==> src/rtl/layer_pkg.sv <==
// -----------------------------------------------------------------------------
// layer_pkg
// Shared types and constants for the display layer blocks.
//   state_t        : scroll controller request FSM (IDLE / PENDING)
//   HSIZE_DEFAULT  : default visible width  (horizontal wrap modulus)
//   VSIZE_DEFAULT  : default visible height (vertical wrap modulus)
// -----------------------------------------------------------------------------
package layer_pkg;

    typedef enum logic {
        IDLE    = 1'b0,
        PENDING = 1'b1
    } state_t;

    localparam int HSIZE_DEFAULT = 640;
    localparam int VSIZE_DEFAULT = 480;

endpackage

==> src/rtl/wrap_add.sv <==
// -----------------------------------------------------------------------------
// wrap_add
// Modular addition: result = (base + addend) mod MOD, in [0, MOD-1].
// base is assumed to lie in [0, MOD-1] and |addend| < MOD, so a single
// correction step (add or subtract MOD once) is sufficient.
// Ports:
//   base   in  WIDTH            unsigned starting value
//   addend in  signed ADD_WIDTH signed step
//   result out WIDTH            wrapped sum
// -----------------------------------------------------------------------------
module wrap_add #(
    parameter int WIDTH     = 12,
    parameter int ADD_WIDTH = 12,
    parameter int MOD       = 640
) (
    input  logic [WIDTH-1:0]            base,
    input  logic signed [ADD_WIDTH-1:0] addend,
    output logic [WIDTH-1:0]            result
);

    // Two guard bits: one for sign, one for the carry past MOD.
    localparam int SW = ((ADD_WIDTH > WIDTH) ? ADD_WIDTH : WIDTH) + 2;
    localparam logic signed [SW-1:0] MOD_S = SW'(MOD);

    logic signed [SW-1:0] sum;

    // NOTE: every combinational output gets a default first, so no path leaves
    // it unassigned and no latch is inferred.
    always_comb begin
        sum    = $signed({{(SW-WIDTH){1'b0}}, base}) + SW'(addend);
        result = WIDTH'(sum);
        if (sum < 0) begin
            result = WIDTH'(sum + MOD_S);
        end else if (sum >= MOD_S) begin
            result = WIDTH'(sum - MOD_S);
        end
    end

endmodule

==> src/rtl/scroll_controller.sv <==
// -----------------------------------------------------------------------------
// scroll_controller
// Holds the horizontal/vertical scroll offsets of a display layer and changes
// them only on a frame boundary, so a frame is never drawn with two offsets.
// Requests are normalised into [0, size-1], parked in pending registers and
// applied at the next frame_tick.
//
// Optional feature (macro SCROLL_VELOCITY_EN): adds vel_h / vel_v; on every
// frame_tick with no pending request, each offset advances by its velocity
// modulo the visible size. A pending request overrides velocity that frame.
//
// Ports:
//   clk, rst                 clock, asynchronous active-high reset
//   hdata, vdata             current pixel column / row
//   req_valid, req_ready     offset update handshake
//   req_hoffset, req_voffset requested offsets (signed)
//   hoffset, voffset         applied offsets (signed, always in [0, size-1])
//   frame_tick               one-cycle pulse after the frame boundary rises
//   frame_cnt                frames since reset, wraps at 256
//   vel_h, vel_v             per-frame velocity (SCROLL_VELOCITY_EN only)
// -----------------------------------------------------------------------------
module scroll_controller
    import layer_pkg::*;
#(
    parameter int HWIDTH    = 12,
    parameter int VWIDTH    = 12,
    parameter int HSIZE     = HSIZE_DEFAULT,
    parameter int VSIZE     = VSIZE_DEFAULT,
    parameter int VEL_WIDTH = 4
) (
    input  logic                     clk,
    input  logic                     rst,
    input  logic [HWIDTH-1:0]        hdata,
    input  logic [VWIDTH-1:0]        vdata,
    input  logic                     req_valid,
    output logic                     req_ready,
    input  logic signed [HWIDTH-1:0] req_hoffset,
    input  logic signed [VWIDTH-1:0] req_voffset,
    output logic signed [HWIDTH-1:0] hoffset,
    output logic signed [VWIDTH-1:0] voffset,
    output logic                     frame_tick,
    output logic [7:0]               frame_cnt
`ifdef SCROLL_VELOCITY_EN
    ,
    input  logic signed [VEL_WIDTH-1:0] vel_h,
    input  logic signed [VEL_WIDTH-1:0] vel_v
`endif
);

    state_t state, state_next;

    logic              boundary, boundary_q;
    logic              accept;
    logic [HWIDTH-1:0] norm_h, pend_h, hoff_q;
    logic [VWIDTH-1:0] norm_v, pend_v, voff_q;

    assign boundary = (hdata == '0) && (vdata == VWIDTH'(VSIZE));
    assign accept   = req_valid && req_ready;
    assign hoffset  = $signed(hoff_q);
    assign voffset  = $signed(voff_q);

    // Normalisation of a request is a wrap around zero.
    wrap_add #(.WIDTH(HWIDTH), .ADD_WIDTH(HWIDTH), .MOD(HSIZE)) u_norm_h (
        .base   ('0),
        .addend (req_hoffset),
        .result (norm_h)
    );

    wrap_add #(.WIDTH(VWIDTH), .ADD_WIDTH(VWIDTH), .MOD(VSIZE)) u_norm_v (
        .base   ('0),
        .addend (req_voffset),
        .result (norm_v)
    );

`ifdef SCROLL_VELOCITY_EN
    logic [HWIDTH-1:0] step_h;
    logic [VWIDTH-1:0] step_v;

    wrap_add #(.WIDTH(HWIDTH), .ADD_WIDTH(VEL_WIDTH), .MOD(HSIZE)) u_step_h (
        .base   (hoff_q),
        .addend (vel_h),
        .result (step_h)
    );

    wrap_add #(.WIDTH(VWIDTH), .ADD_WIDTH(VEL_WIDTH), .MOD(VSIZE)) u_step_v (
        .base   (voff_q),
        .addend (vel_v),
        .result (step_v)
    );
`endif

    // Frame boundary edge detect. boundary_q resets high so a boundary that is
    // already present when reset releases does not count as a rising edge.
    // NOTE: sequential state is written with non-blocking assignments only, so
    // every register samples pre-edge values regardless of block ordering.
    always_ff @(posedge clk or posedge rst) begin
        if (rst) begin
            boundary_q <= 1'b1;
            frame_tick <= 1'b0;
            frame_cnt  <= 8'd0;
        end else begin
            boundary_q <= boundary;
            frame_tick <= boundary && !boundary_q;
            if (frame_tick) begin
                frame_cnt <= frame_cnt + 8'd1;
            end
        end
    end

    always_ff @(posedge clk or posedge rst) begin
        if (rst) begin
            state <= IDLE;
        end else begin
            state <= state_next;
        end
    end

    // A request accepted while frame_tick is high lands in PENDING and waits
    // for the next tick; the current tick has already been consumed in IDLE.
    always_comb begin
        state_next = state;
        req_ready  = (state == IDLE);
        case (state)
            IDLE:    if (accept)     state_next = PENDING;
            PENDING: if (frame_tick) state_next = IDLE;
            default: state_next = IDLE;
        endcase
    end

    always_ff @(posedge clk or posedge rst) begin
        if (rst) begin
            pend_h <= '0;
            pend_v <= '0;
            hoff_q <= '0;
            voff_q <= '0;
        end else begin
            if (accept) begin
                pend_h <= norm_h;
                pend_v <= norm_v;
            end
            if (state == PENDING && frame_tick) begin
                hoff_q <= pend_h;
                voff_q <= pend_v;
            end
`ifdef SCROLL_VELOCITY_EN
            else if (frame_tick) begin
                hoff_q <= step_h;
                voff_q <= step_v;
            end
`endif
        end
    end

endmodule

==> config.mk <==
export PLATFORM = sky130hd
export DESIGN_NAME = scroll_controller
export DESIGN_NICKNAME = d
export VERILOG_FILES = /design/src/rtl/layer_pkg.sv /design/src/rtl/wrap_add.sv /design/src/rtl/scroll_controller.sv
export SDC_FILE = /design/constraint.sdc
export NUM_CORES = 1
export LEC_CHECK = 0
export ABC_CLOCK_PERIOD_IN_PS = 1740
export CORE_MARGIN = 1.5
export CORE_UTILIZATION = 43
export CTS_BUF_LIST = sky130_fd_sc_hd__clkbuf_8
export CTS_CLUSTER_DIAMETER = 120
export CTS_CLUSTER_SIZE = 28
export DETAILED_ROUTE_END_ITERATION = 10
export GPL_TIMING_DRIVEN = 0
export PLACE_DENSITY = 0.85
export SYNTH_ARGS = -nofsm -noshare
export SYNTH_HDL_FRONTEND = slang
export SYNTH_SLANG_ARGS = --single-unit
==> constraint.sdc <==
create_clock -name clk -period 1.74 [get_ports clk]
set_input_delay 0.348 -clock clk [delete_from_list [all_inputs] [get_ports clk]]
set_output_delay 0.348 -clock clk [all_outputs]
set_load 0.03 [all_outputs]
# Word-level counts from Yosys, hierarchy flattened

Index checks and enable logic that the tools add are counted.

Register bits: 59
Bits in latches: 0
Bits in writable memories: 0
Memory bits (read-only): 0
Bits of input ports: 51
Word-level logic and storage cells: 32
Memories: 0

$add $sub $neg: 5
Multipliers: 0
Div/mod/pow operators: 0
Magnitude comparators: 4
Eq/ne operators: 1
Shifts and indexed selects: 0
Multiplexer cells: 7
Bitwise operators: 1
Reductions and logical operators: 6

Operators by type and width:

| operator                                                                               | number |
|---|---|
| 12-bit 2-to-1 mux                                                                      | 4 |
| 12-bit by 1-bit less-than comparator with 1-bit output (second input constant)         | 2 |
| 12-bit by 10-bit adder with 12-bit output (second input constant)                      | 1 |
| 12-bit by 11-bit adder with 12-bit output (second input constant)                      | 1 |
| 12-bit by 9-bit == test with 1-bit output (second input constant)                      | 1 |
| 12-bit by 10-bit greater-or-equal comparator with 1-bit output (second input constant) | 1 |
| 12-bit by 11-bit greater-or-equal comparator with 1-bit output (second input constant) | 1 |
| 12-bit logical NOT                                                                     | 1 |
| 12-bit by 10-bit subtractor with 12-bit output (second input constant)                 | 1 |
| 12-bit by 11-bit subtractor with 12-bit output (second input constant)                 | 1 |
| 8-bit by 1-bit adder with 8-bit output (second input constant)                         | 1 |
| 1-bit logical AND                                                                      | 4 |
| 1-bit 2-to-1 mux                                                                       | 2 |
| 1-bit one-hot mux with 2 select lines                                                  | 1 |
| 1-bit logical NOT                                                                      | 1 |
| 1-bit inverter                                                                         | 1 |

# Longest topological paths before layout

Gate-level depths: netlist of the first run.

Depth after elaboration: 4
Gate-level depth with buffers: 6

# Cells and area by module

Synthesis of the first run repeated with hierarchy kept, for this count alone.

Cells, all modules: 403
Area, all modules: 4429.2 sq um

By module, submodules not included:

| module               | instances | cells an instance | area each (sq um) | sequential area each (sq um) |
|---|---|---|---|---|
| scroll_controller    | 1         | 148               | 2408.6            | 1477.7 |
| wrap_add at u_norm_v | 1         | 137               | 1098.6            | 0.0 |
| wrap_add at u_norm_h | 1         | 118               | 922.1             | 0.0 |

# Least setup slack after synthesis of the first run

No wires, ideal clock.

Kind: register to register
Start: register frame_tick
End: register hoff_q[0], in the netlist hoffset[0]
Data arrival time: 1.392 ns
Required time: 1.615 ns
Setup slack: 0.223 ns
Cell stages (with the launch flop): 5
Buffers on the path: 2
Period minus slack after synthesis: 1.517 ns
Path through: dfrtp_1 > buf_2 > nand2_1 > buf_2 > mux2_2

Word-level cells in the longest chain between the ends: 1

Ends and longest elaborated chain:

| item                     | line                     | text |
|---|---|---|
| start: declaration       | scroll_controller.sv:41  | `output logic frame_tick,` |
| start signal: assignment | scroll_controller.sv:103 | `frame_tick <= boundary && !boundary_q;` |
| 1-bit logical AND        | scroll_controller.sv:141 | `if (state == PENDING && frame_tick) begin` |
| end signal: assignment   | scroll_controller.sv:142 | `hoff_q <= pend_h;` |
| end: declaration         | scroll_controller.sv:54  | `logic [HWIDTH-1:0] norm_h, pend_h, hoff_q;` |

Every way passes these cells.
A chain may end at the register's enable or synchronous reset.

# Final worst setup path of the first run

Start: register voff_q[4], in the netlist voffset[4]
End: output port voffset[4]

RTL lines:

| item                     | line                     | text |
|---|---|---|
| start: declaration       | scroll_controller.sv:55  | `logic [VWIDTH-1:0] norm_v, pend_v, voff_q;` |
| start signal: assignment | scroll_controller.sv:143 | `voff_q <= pend_v;` |
| end: declaration         | scroll_controller.sv:40  | `output logic signed [VWIDTH-1:0] voffset,` |

No word-level cell between the ends.

==> results of run 1 <==
-- synthesized netlist by cell type, drive strengths merged --
cell type and count:
dfrtp 58, mux2 38, nand2 17, o21ai 14, buf 11, a21oi 10
inv 9, nor2 7, nor3 6, nor4 6, xnor2 6, ha 5
a211oi 4, nand4 4, xor2 4, a221oi 3, nand3b 3, a31oi 2
clkbuf 2, mux2i 2, nand2b 2, nand3 2, nand4b 2, nor3b 2
a21o 1, a22o 1, dfstp 1, nor4bb 1, o21bai 1, o22ai 1
o31ai 1, o32ai 1, o41ai 1, or4b 1
-- power by group through the flow --
| stage | Sequential (mW) | Combinational (mW) | Clock (mW) |
|---|---|---|---|
| after floorplan | 1.40 | 0.110 | 0 |
| after global placement | 1.40 | 0.245 | 0 |
| after detailed placement | 1.40 | 0.250 | 0 |
| after CTS | 1.37 | 0.253 | 1.71 |
| after global routing | 1.37 | 0.286 | 1.77 |
| final | 1.37 | 0.260 | 1.69 |
-- cell families after synthesis --
group | synth area share (%)
AO/OA/AOI/OAI | 9.37
XOR/XNOR | 3.22
adder cells (fa/ha/maj) | 2.30
buffers and inverters | 4.00
flip-flops | 54.2
multiplexers | 16.4
AND/OR/NAND/NOR | 10.4
-- what timing repair did --
item	4_1_cts	5_1_grt
buffers inserted	0	0
setup endpoints to repair	11	17
cloned	0	0
gates resized for setup	13	17
-- worst paths after layout --
check                           slack, ps      startpoint  cells past startpoint           end
max in group asynchronous             750             rst                      3  frame_cnt[0]
worst max register to register        150           state                      4     pend_h[2]
worst max-delay path                   30      voffset[4]                      1    voffset[4]
worst min register to register        480       pend_h[9]                      1     pend_h[9]
min in group asynchronous             450             rst                      2     pend_v[4]
worst min-delay path                  350  req_voffset[7]                      3     pend_v[7]
-- sequential cells by signal (all words and copies together), names as in the netlist --
register / flops
hoffset: 12
voffset: 12
boundary_q: 1
frame_tick: 1
frame_cnt: 8
pend_h: 12
state: 1
pend_v: 12
-- stage by stage --
step | utilization (%) | TNS [ps] | area [sq um]
5_1_grt | 65.8 | -3.16 | 3960
6_report | 65.8 | 0 | 3960
2_1_floorplan | - | 0 | 2730
3_3_place_gp | 60.3 | -3070 | 3630
4_1_cts | 64.7 | 0 | 3900
3_5_place_dp | 60.3 | -3320 | 3630
-- routing by layer --
metal  routed length [microns]  global-route usage (%)  up-vias  part of all wire [%]
met5                         0                       0        -                     0
met4                        13                    6.50        0                  0.21
met3                       395                    5.49        2                   6.2
met2                      3390                    34.2       80                    53
met1                      2540                    22.8     1080                    40
li1                          -                       -     1008                     -
-- area by class of cell --
class	instances	share of cell area, %
multi-input combinational	148	29.0
clock buffer	11	3.82
clock inverter	5	3.13
inverter	9	0.947
sequential	59	37.3
timing repair buffer	82	21.6
buffer	13	1.89
tap	75	2.37
==> impl_metrics.env, run 1 <==
export IMPL_p_sw_mw=0.634
export IMPL_p_leak_nw=2.16
export IMPL_dpl_worst_slack_ps=-418
export IMPL_postRouteAntennaNets=0
export IMPL_grt_max_degree=60
export IMPL_wirelength_microns=6340
export IMPL_swShare_pct=19.1
export IMPL_ys_types=37
export IMPL_root_buffer="clkbuf_8"
export IMPL_syn_mean_instance_area_sq_um=11.9
export IMPL_boundaryPins=85
export IMPL_place_congestion=0.871
export IMPL_cts_tree="yes"
export IMPL_holdWs_ps=345
export IMPL_grt_ovfl_total=0
export IMPL_dp_cells=385
export IMPL_outcome="complete, no violations"
export IMPL_powerDensity_nw_per_um2=838
export IMPL_power_total_mw=3.32
export IMPL_multi_input_area_sq_um=1150
export IMPL_layout_drive_gt1_share_pct=22.0
export IMPL_netlist_area_sq_um=2720
export IMPL_drt_pre_antenna_iters=5
export IMPL_vias_per_cell=5.40
export IMPL_yosys_area_top_type_share_pct=53.3
export IMPL_period_share_pct=98.0
export IMPL_dp_hpwl_microns=4250
export IMPL_vias=2170
export IMPL_period_needed_ps=1710
export IMPL_clockPowerShare_pct=50.9
export IMPL_crit_path_start_kind="flip-flop"
export IMPL_ir_worst_vdd_uv=598
export IMPL_path_class="flip-flop to output port"
export IMPL_cts_buffers=9
export IMPL_path_cells="clkdlybuf4s50_1"
export IMPL_dr_first_iter_drc_count=63
export IMPL_hold_viol_final=0
export IMPL_slowest_delay_ps=680
export IMPL_fillers=458
export IMPL_fp_coreArea_sq_um=6030
export IMPL_fmax_ghz=0.586
export IMPL_clk_pin_slew_ps=70
export IMPL_synth_area_leader_cell="dfrtp_1"
export IMPL_die_w_microns=82.6
export IMPL_num_antenna_cells=0
export IMPL_skew_ps=5.10
export IMPL_syn_inst=229
export IMPL_final_setup_viol_count=0
export IMPL_cts_htree_levels=3
export IMPL_slowest_stage="clkdlybuf4s50_1"
export IMPL_yosys_top_cells_area="dfrtp_1 (53%), mux2_2 (16%), nand2_1 (2.3%)"
export IMPL_clock_path_buffers=2
export IMPL_grtUsageTotal_pct=19.5
export IMPL_synth_seq_area_share_pct=54.2
export IMPL_seq_area_sq_um=1480
export IMPL_final_common_cell="dfrtp_1"
export IMPL_avgRoutedWirePerCell_microns=15.8
export IMPL_ys_ff_latch=59
export IMPL_postLayoutSetupSlackWorst_ps=34.4
export IMPL_cp_top_family="buffers and inverters"
export IMPL_postSynthNetCount=285
export IMPL_rows=28
export IMPL_dieArea_sq_um=6820
export IMPL_grt_pass1_wl_microns=9740
export IMPL_hold_buffers=0
export IMPL_critPathBufInv=1
export IMPL_finalNetCount=378
export IMPL_crit_fanout=2
export IMPL_portBuffers=81
export IMPL_endpoint_kind="output port"
export IMPL_initial_core_util_pct=45.2
export IMPL_seqPwrFrac_pct=41.3
export IMPL_worstSkewPairLatency_ps=330
export IMPL_drc_errors=0
export IMPL_p_int_mw=2.69
export IMPL_cap_violations=0
export IMPL_arrival_ps=1360
export IMPL_clock_sinks=59
export IMPL_syn2layout_area_growth_pct=45.5
export IMPL_final_cell_mix="dfrtp_1 (58), clkdlybuf4s50_1 (53), mux2_2 (38)"
export IMPL_die_height_microns=82.6
export IMPL_hp_class="input port to flip-flop"
export IMPL_tightest_slew_ps=623
export IMPL_relSlewSlack_pct=58.4
export IMPL_yosys_warnings=0
export IMPL_drv_slew=0
export IMPL_required_ps=1390
export IMPL_first_global_vias=2030
export IMPL_comb_power_share_pct=7.8
export IMPL_fin_cells=402
export IMPL_antenna_found_initial=0
(Power assumes the default switching activity.)
==> run 2: changes to the inputs <==
- TNS_END_PERCENT: unset -> 5
==> run 2 against run 1 <==
Effect of this change:
- clock-buffer cell count stayed put
- sequential cell count unchanged
- clock power about the same
- die area stayed put
- fmax about the same
- via count rose by 0.41%
- worst setup slack lost 1.5 ps
- first-iteration DRC count is 13% lower
- highest routed layer unchanged
==> impl_metrics.env, run 2 (same netlist as run 1, synthesis figures left out) <==
export IMPL_outcome="complete, no violations"
export IMPL_dp_hpwl_microns=4250
export IMPL_num_antenna_cells=0
export IMPL_powerDensity_nw_per_um2=837
export IMPL_fmax_ghz=0.586
export IMPL_reg2reg_slack_ps=150
export IMPL_postCtsSetupRepairBufs=0
export IMPL_ir_worst_vdd_uv=598
export IMPL_drc_errors=0
export IMPL_grtUsageTotal_pct=19.5
export IMPL_grt_ovfl_total=0
export IMPL_portBuffers=81
export IMPL_path_class="flip-flop to output port"
export IMPL_avgRoutedWirePerCell_microns=15.8
export IMPL_boundaryPins=85
export IMPL_clock_path_buffers=2
export IMPL_skew_ps=5.87
export IMPL_layout_drive_gt1_share_pct=22.0
export IMPL_crit_fanout=2
export IMPL_dpl_worst_slack_ps=-418
export IMPL_drv_slew=0
export IMPL_wirelength_microns=6350
export IMPL_final_common_cell="dfrtp_1"
export IMPL_postLayoutSetupSlackWorst_ps=32.9
export IMPL_place_area_sq_um=3630
export IMPL_tightest_slew_ps=618
export IMPL_postRouteAntennaNets=0
export IMPL_crit_path_start_kind="flip-flop"
export IMPL_final_cell_mix="dfrtp_1 (58), clkdlybuf4s50_1 (53), mux2_2 (38)"
export IMPL_hold_viol_final=0
export IMPL_cts_htree_levels=3
export IMPL_syn2layout_area_growth_pct=45.8
export IMPL_fp_coreArea_sq_um=6030
export IMPL_cts_buffers=9
export IMPL_critPathBufInv=1
export IMPL_arrival_ps=1360
export IMPL_cap_violations=0
export IMPL_die_height_microns=82.6
export IMPL_relSlewSlack_pct=58.7
export IMPL_path_cells="clkdlybuf4s50_1"
export IMPL_p_leak_nw=2.18
export IMPL_finalNetCount=378
export IMPL_grt_pass1_wl_microns=9740
export IMPL_clk_pin_slew_ps=70
export IMPL_fin_area_sq_um=3970
export IMPL_endpoint_kind="output port"
export IMPL_drt_pre_antenna_iters=4
export IMPL_vias_per_cell=5.42
export IMPL_worstSkewPairLatency_ps=330
export IMPL_dieArea_sq_um=6820
export IMPL_dr_first_iter_drc_count=55
export IMPL_rows=28
export IMPL_period_needed_ps=1710
export IMPL_required_ps=1390
export IMPL_first_global_vias=2030
export IMPL_hp_class="input port to flip-flop"
export IMPL_grt_max_degree=60
export IMPL_hold_buffers=0
export IMPL_die_w_microns=82.6
export IMPL_final_setup_viol_count=0
export IMPL_initial_core_util_pct=45.2
export IMPL_cts_tree="yes"
export IMPL_slowest_stage="clkdlybuf4s50_1"
export IMPL_vias=2179
export IMPL_cp_top_family="buffers and inverters"
export IMPL_slowest_delay_ps=680
export IMPL_period_share_pct=98.1
export IMPL_antenna_found_initial=0
export IMPL_place_congestion=0.871
export IMPL_root_buffer="clkbuf_8"
export IMPL_clock_sinks=59
## run 2: cell count changes in the layout (fill, tap and decap cells not counted)
cell | previous run | this run
dlymetal6s2s_1 | 16 | 18
dlygate4sd2_1 | 12 | 10
## run 2: metrics by stage
stage | TNS [ps] | hold WS, ps | std cells | total power, mW | util, %
after global placement | -3070 | 459 | 385 | 1.64 | 60.3
after CTS | -69.4 | 328 | 401 | 3.34 | 64.7
after global routing | -3.16 | 361 | 402 | 3.43 | 65.9
after detailed placement | -3320 | 468 | 385 | 1.65 | 60.3
after floorplan | 0 | 446 | 229 | 1.51 | -
final | 0 | 344 | 402 | 3.32 | 65.9
## run 2: worst paths after layout
path / start / end / cells after the start
min in group asynchronous: rst / pend_v[4] / 2
setup / recovery: voffset[4] / voffset[4] / 1
setup reg to reg: state / pend_h[2] / 4
hold reg to reg: pend_h[9] / pend_h[9] / 1
hold / removal: req_voffset[7] / pend_v[7] / 3
max in group asynchronous: rst / frame_cnt[0] / 3
## run 2: power by group
part | internal [mW] | switching [mW]
Combinational | 0.146 | 0.115
Sequential | 1.37 | 0.0000135
Clock | 1.17 | 0.521
Total | 2.69 | 0.636
## run 2: metal layers
metal  vias to the layer above  track usage [%]  share of wire, %
met5                         -                0                 0
met4                         0             6.50              0.61
met3                         6             5.49               6.3
met2                        77             34.2                54
met1                      1084             22.8                39
li1                       1012                -                 -
## run 2: timing repair
| action | in CTS | in global routing |
|---|---|---|
| endpoints found under the setup margin | 11 | 19 |
| pin swaps | 0 | 0 |
| resized for setup | 11 | 19 |
## run 2: worst min-delay path: stages
cell and delay [ps]:
buf_6 110, xnor2_1 120, o21ai_1 50
## run 2: cell type report
cell class | count | area (sq um)
Multi-Input combinational cell | 148 | 1150
Tap cell | 75 | 93.8
Clock inverter | 5 | 124
Sequential cell | 59 | 1480
Inverter | 9 | 37.5
Timing Repair Buffer | 82 | 863
Clock buffer | 11 | 151
Fill cell | 459 | 2050
Buffer | 13 | 75.1
==> run 3: changes to the inputs <==
- MAX_ROUTING_LAYER: unset -> met4
- SETUP_SLACK_MARGIN: unset -> 0.1
- SKIP_CTS_REPAIR_TIMING: unset -> 1
==> run 3 against run 2 <==
Effect of this change:
- clock skew about the same
- critical path depth is 4 higher
- fmax is 8.6% higher
- sequential cell count stayed put
==> impl_metrics.env, run 3 (same netlist as run 1, synthesis figures left out) <==
export IMPL_outcome="complete, no violations"
export IMPL_relSlewSlack_pct=58.2
export IMPL_required_ps=1950
export IMPL_drc_errors=0
export IMPL_layout_drive_gt1_share_pct=22.3
export IMPL_portBuffers=81
export IMPL_final_common_cell="dfrtp_1"
export IMPL_drv_slew=0
export IMPL_p_sw_mw=0.639
export IMPL_place_congestion=0.885
export IMPL_cts_tree="yes"
export IMPL_arrival_ps=1790
export IMPL_dr_first_iter_drc_count=61
export IMPL_postLayoutSetupSlackWorst_ps=168
export IMPL_seq_area_sq_um=1480
export IMPL_clk_pin_slew_ps=60
export IMPL_rows=28
export IMPL_path_class="input port to flip-flop"
export IMPL_power_total_mw=3.33
export IMPL_dieArea_sq_um=6820
export IMPL_slowest_stage="clkdlybuf4s50_1"
export IMPL_hp_class="input port to flip-flop"
export IMPL_period_needed_ps=1570
export IMPL_initial_core_util_pct=45.2
export IMPL_final_cell_mix="dfrtp_1 (58), clkdlybuf4s50_1 (43), mux2_2 (38), dlymetal6s2s_1 (38), nand2_1 (16)"
export IMPL_cts_buffers=9
export IMPL_vias_per_cell=5.39
export IMPL_first_global_vias=2036
export IMPL_clockPowerShare_pct=50.9
export IMPL_p_leak_nw=2.49
export IMPL_crit_fanout=7
export IMPL_fp_coreArea_sq_um=6030
export IMPL_num_antenna_cells=0
export IMPL_clock_path_buffers=2
export IMPL_syn2layout_area_growth_pct=48.3
export IMPL_fillers=442
export IMPL_antenna_found_initial=0
export IMPL_final_setup_viol_count=0
export IMPL_grtUsageTotal_pct=20.1
export IMPL_grt_ovfl_total=0
export IMPL_ir_worst_vdd_uv=563
export IMPL_worstHoldPathCells=3
export IMPL_endpoint_kind="flip-flop"
export IMPL_period_share_pct=90.3
export IMPL_tightest_slew_ps=626
export IMPL_path_cells="clkdlybuf4s50_1 -> nand4_1 -> nand3_1 -> o21ai_0 -> mux2_2"
export IMPL_avgRoutedWirePerCell_microns=16.2
export IMPL_swShare_pct=19.2
export IMPL_powerDensity_nw_per_um2=824
export IMPL_fmax_ghz=0.636
export IMPL_dpl_worst_slack_ps=-418
export IMPL_die_w_microns=82.6
export IMPL_seqPwrFrac_pct=41.2
export IMPL_wirelength_microns=6510
export IMPL_skew_ps=5.87
export IMPL_finalNetCount=378
export IMPL_postRouteAntennaNets=0
export IMPL_rsz0062_at_grt="true"
export IMPL_r2r_cells=4
export IMPL_drt_pre_antenna_iters=4
export IMPL_boundaryPins=85
export IMPL_p_int_mw=2.69
export IMPL_crit_path_start_kind="input port"
export IMPL_slowest_delay_ps=620
export IMPL_cts_htree_levels=3
export IMPL_clock_sinks=59
export IMPL_comb_power_share_pct=7.9
export IMPL_multi_input_area_sq_um=1150
export IMPL_vias=2166
export IMPL_die_height_microns=82.6
export IMPL_dp_hpwl_microns=4250
export IMPL_worstSkewPairLatency_ps=330
export IMPL_grt_pass1_wl_microns=9760
export IMPL_hold_viol_final=0
export IMPL_holdWs_ps=341
export IMPL_grt_max_degree=60
export IMPL_reg2reg_slack_ps=180
export IMPL_cap_violations=0
export IMPL_root_buffer="clkbuf_8"
## run 3: cell type report
cell class	instances	share of cell area, %
flip-flops and latches	59	36.6
inverters	9	0.929
repair buffers	82	22.9
plain buffers	13	1.92
multi-input cells	148	28.5
well taps	75	2.32
clock buffers	11	3.75
clock inverters	5	3.07
## run 3: power groups by stage
| stage | clock (mW) | combinational (mW) | sequential, mW |
|---|---|---|---|
| 2_1_floorplan | 0 | 0.110 | 1.40 |
| 3_3_place_gp | 0 | 0.245 | 1.40 |
| 3_5_place_dp | 0 | 0.250 | 1.40 |
| 4_1_cts | 1.71 | 0.252 | 1.37 |
| 5_1_grt | 1.77 | 0.288 | 1.37 |
| 6_report | 1.69 | 0.262 | 1.37 |
## run 3: path summary, 6_finish.rpt
path | startpoint | end
setup / recovery | req_voffset[8] | pend_v[5]
hold / removal | req_voffset[7] | pend_v[7]
setup reg to reg | frame_tick | hoffset[1]
hold reg to reg | pend_h[9] | pend_h[9]
max in group asynchronous | rst | state
min in group asynchronous | rst | pend_v[4]
## run 3: critical path, delay by kind of cell
family	cells	cell delay, ps
compound gates	1	100
simple gates	2	450
mux	1	270
buf+inv	1	620
## run 3: per-stage QoR
step	area, sq um	TNS (ps)	std cells	util [%]
2_1_floorplan	2730	0	229	-
3_3_place_gp	3630	-3070	385	60.3
3_5_place_dp	3630	-3320	385	60.3
4_1_cts	3910	-766	401	64.8
5_1_grt	4040	0	402	67.0
6_report	4040	0	402	67.0
## run 3: layer usage
metal | GRT usage, % | share of wire, %
met5 | - | 0
met1 | 22.8 | 40
met4 | 6.50 | 0.94
met2 | 34.2 | 53
met3 | 5.49 | 5.5
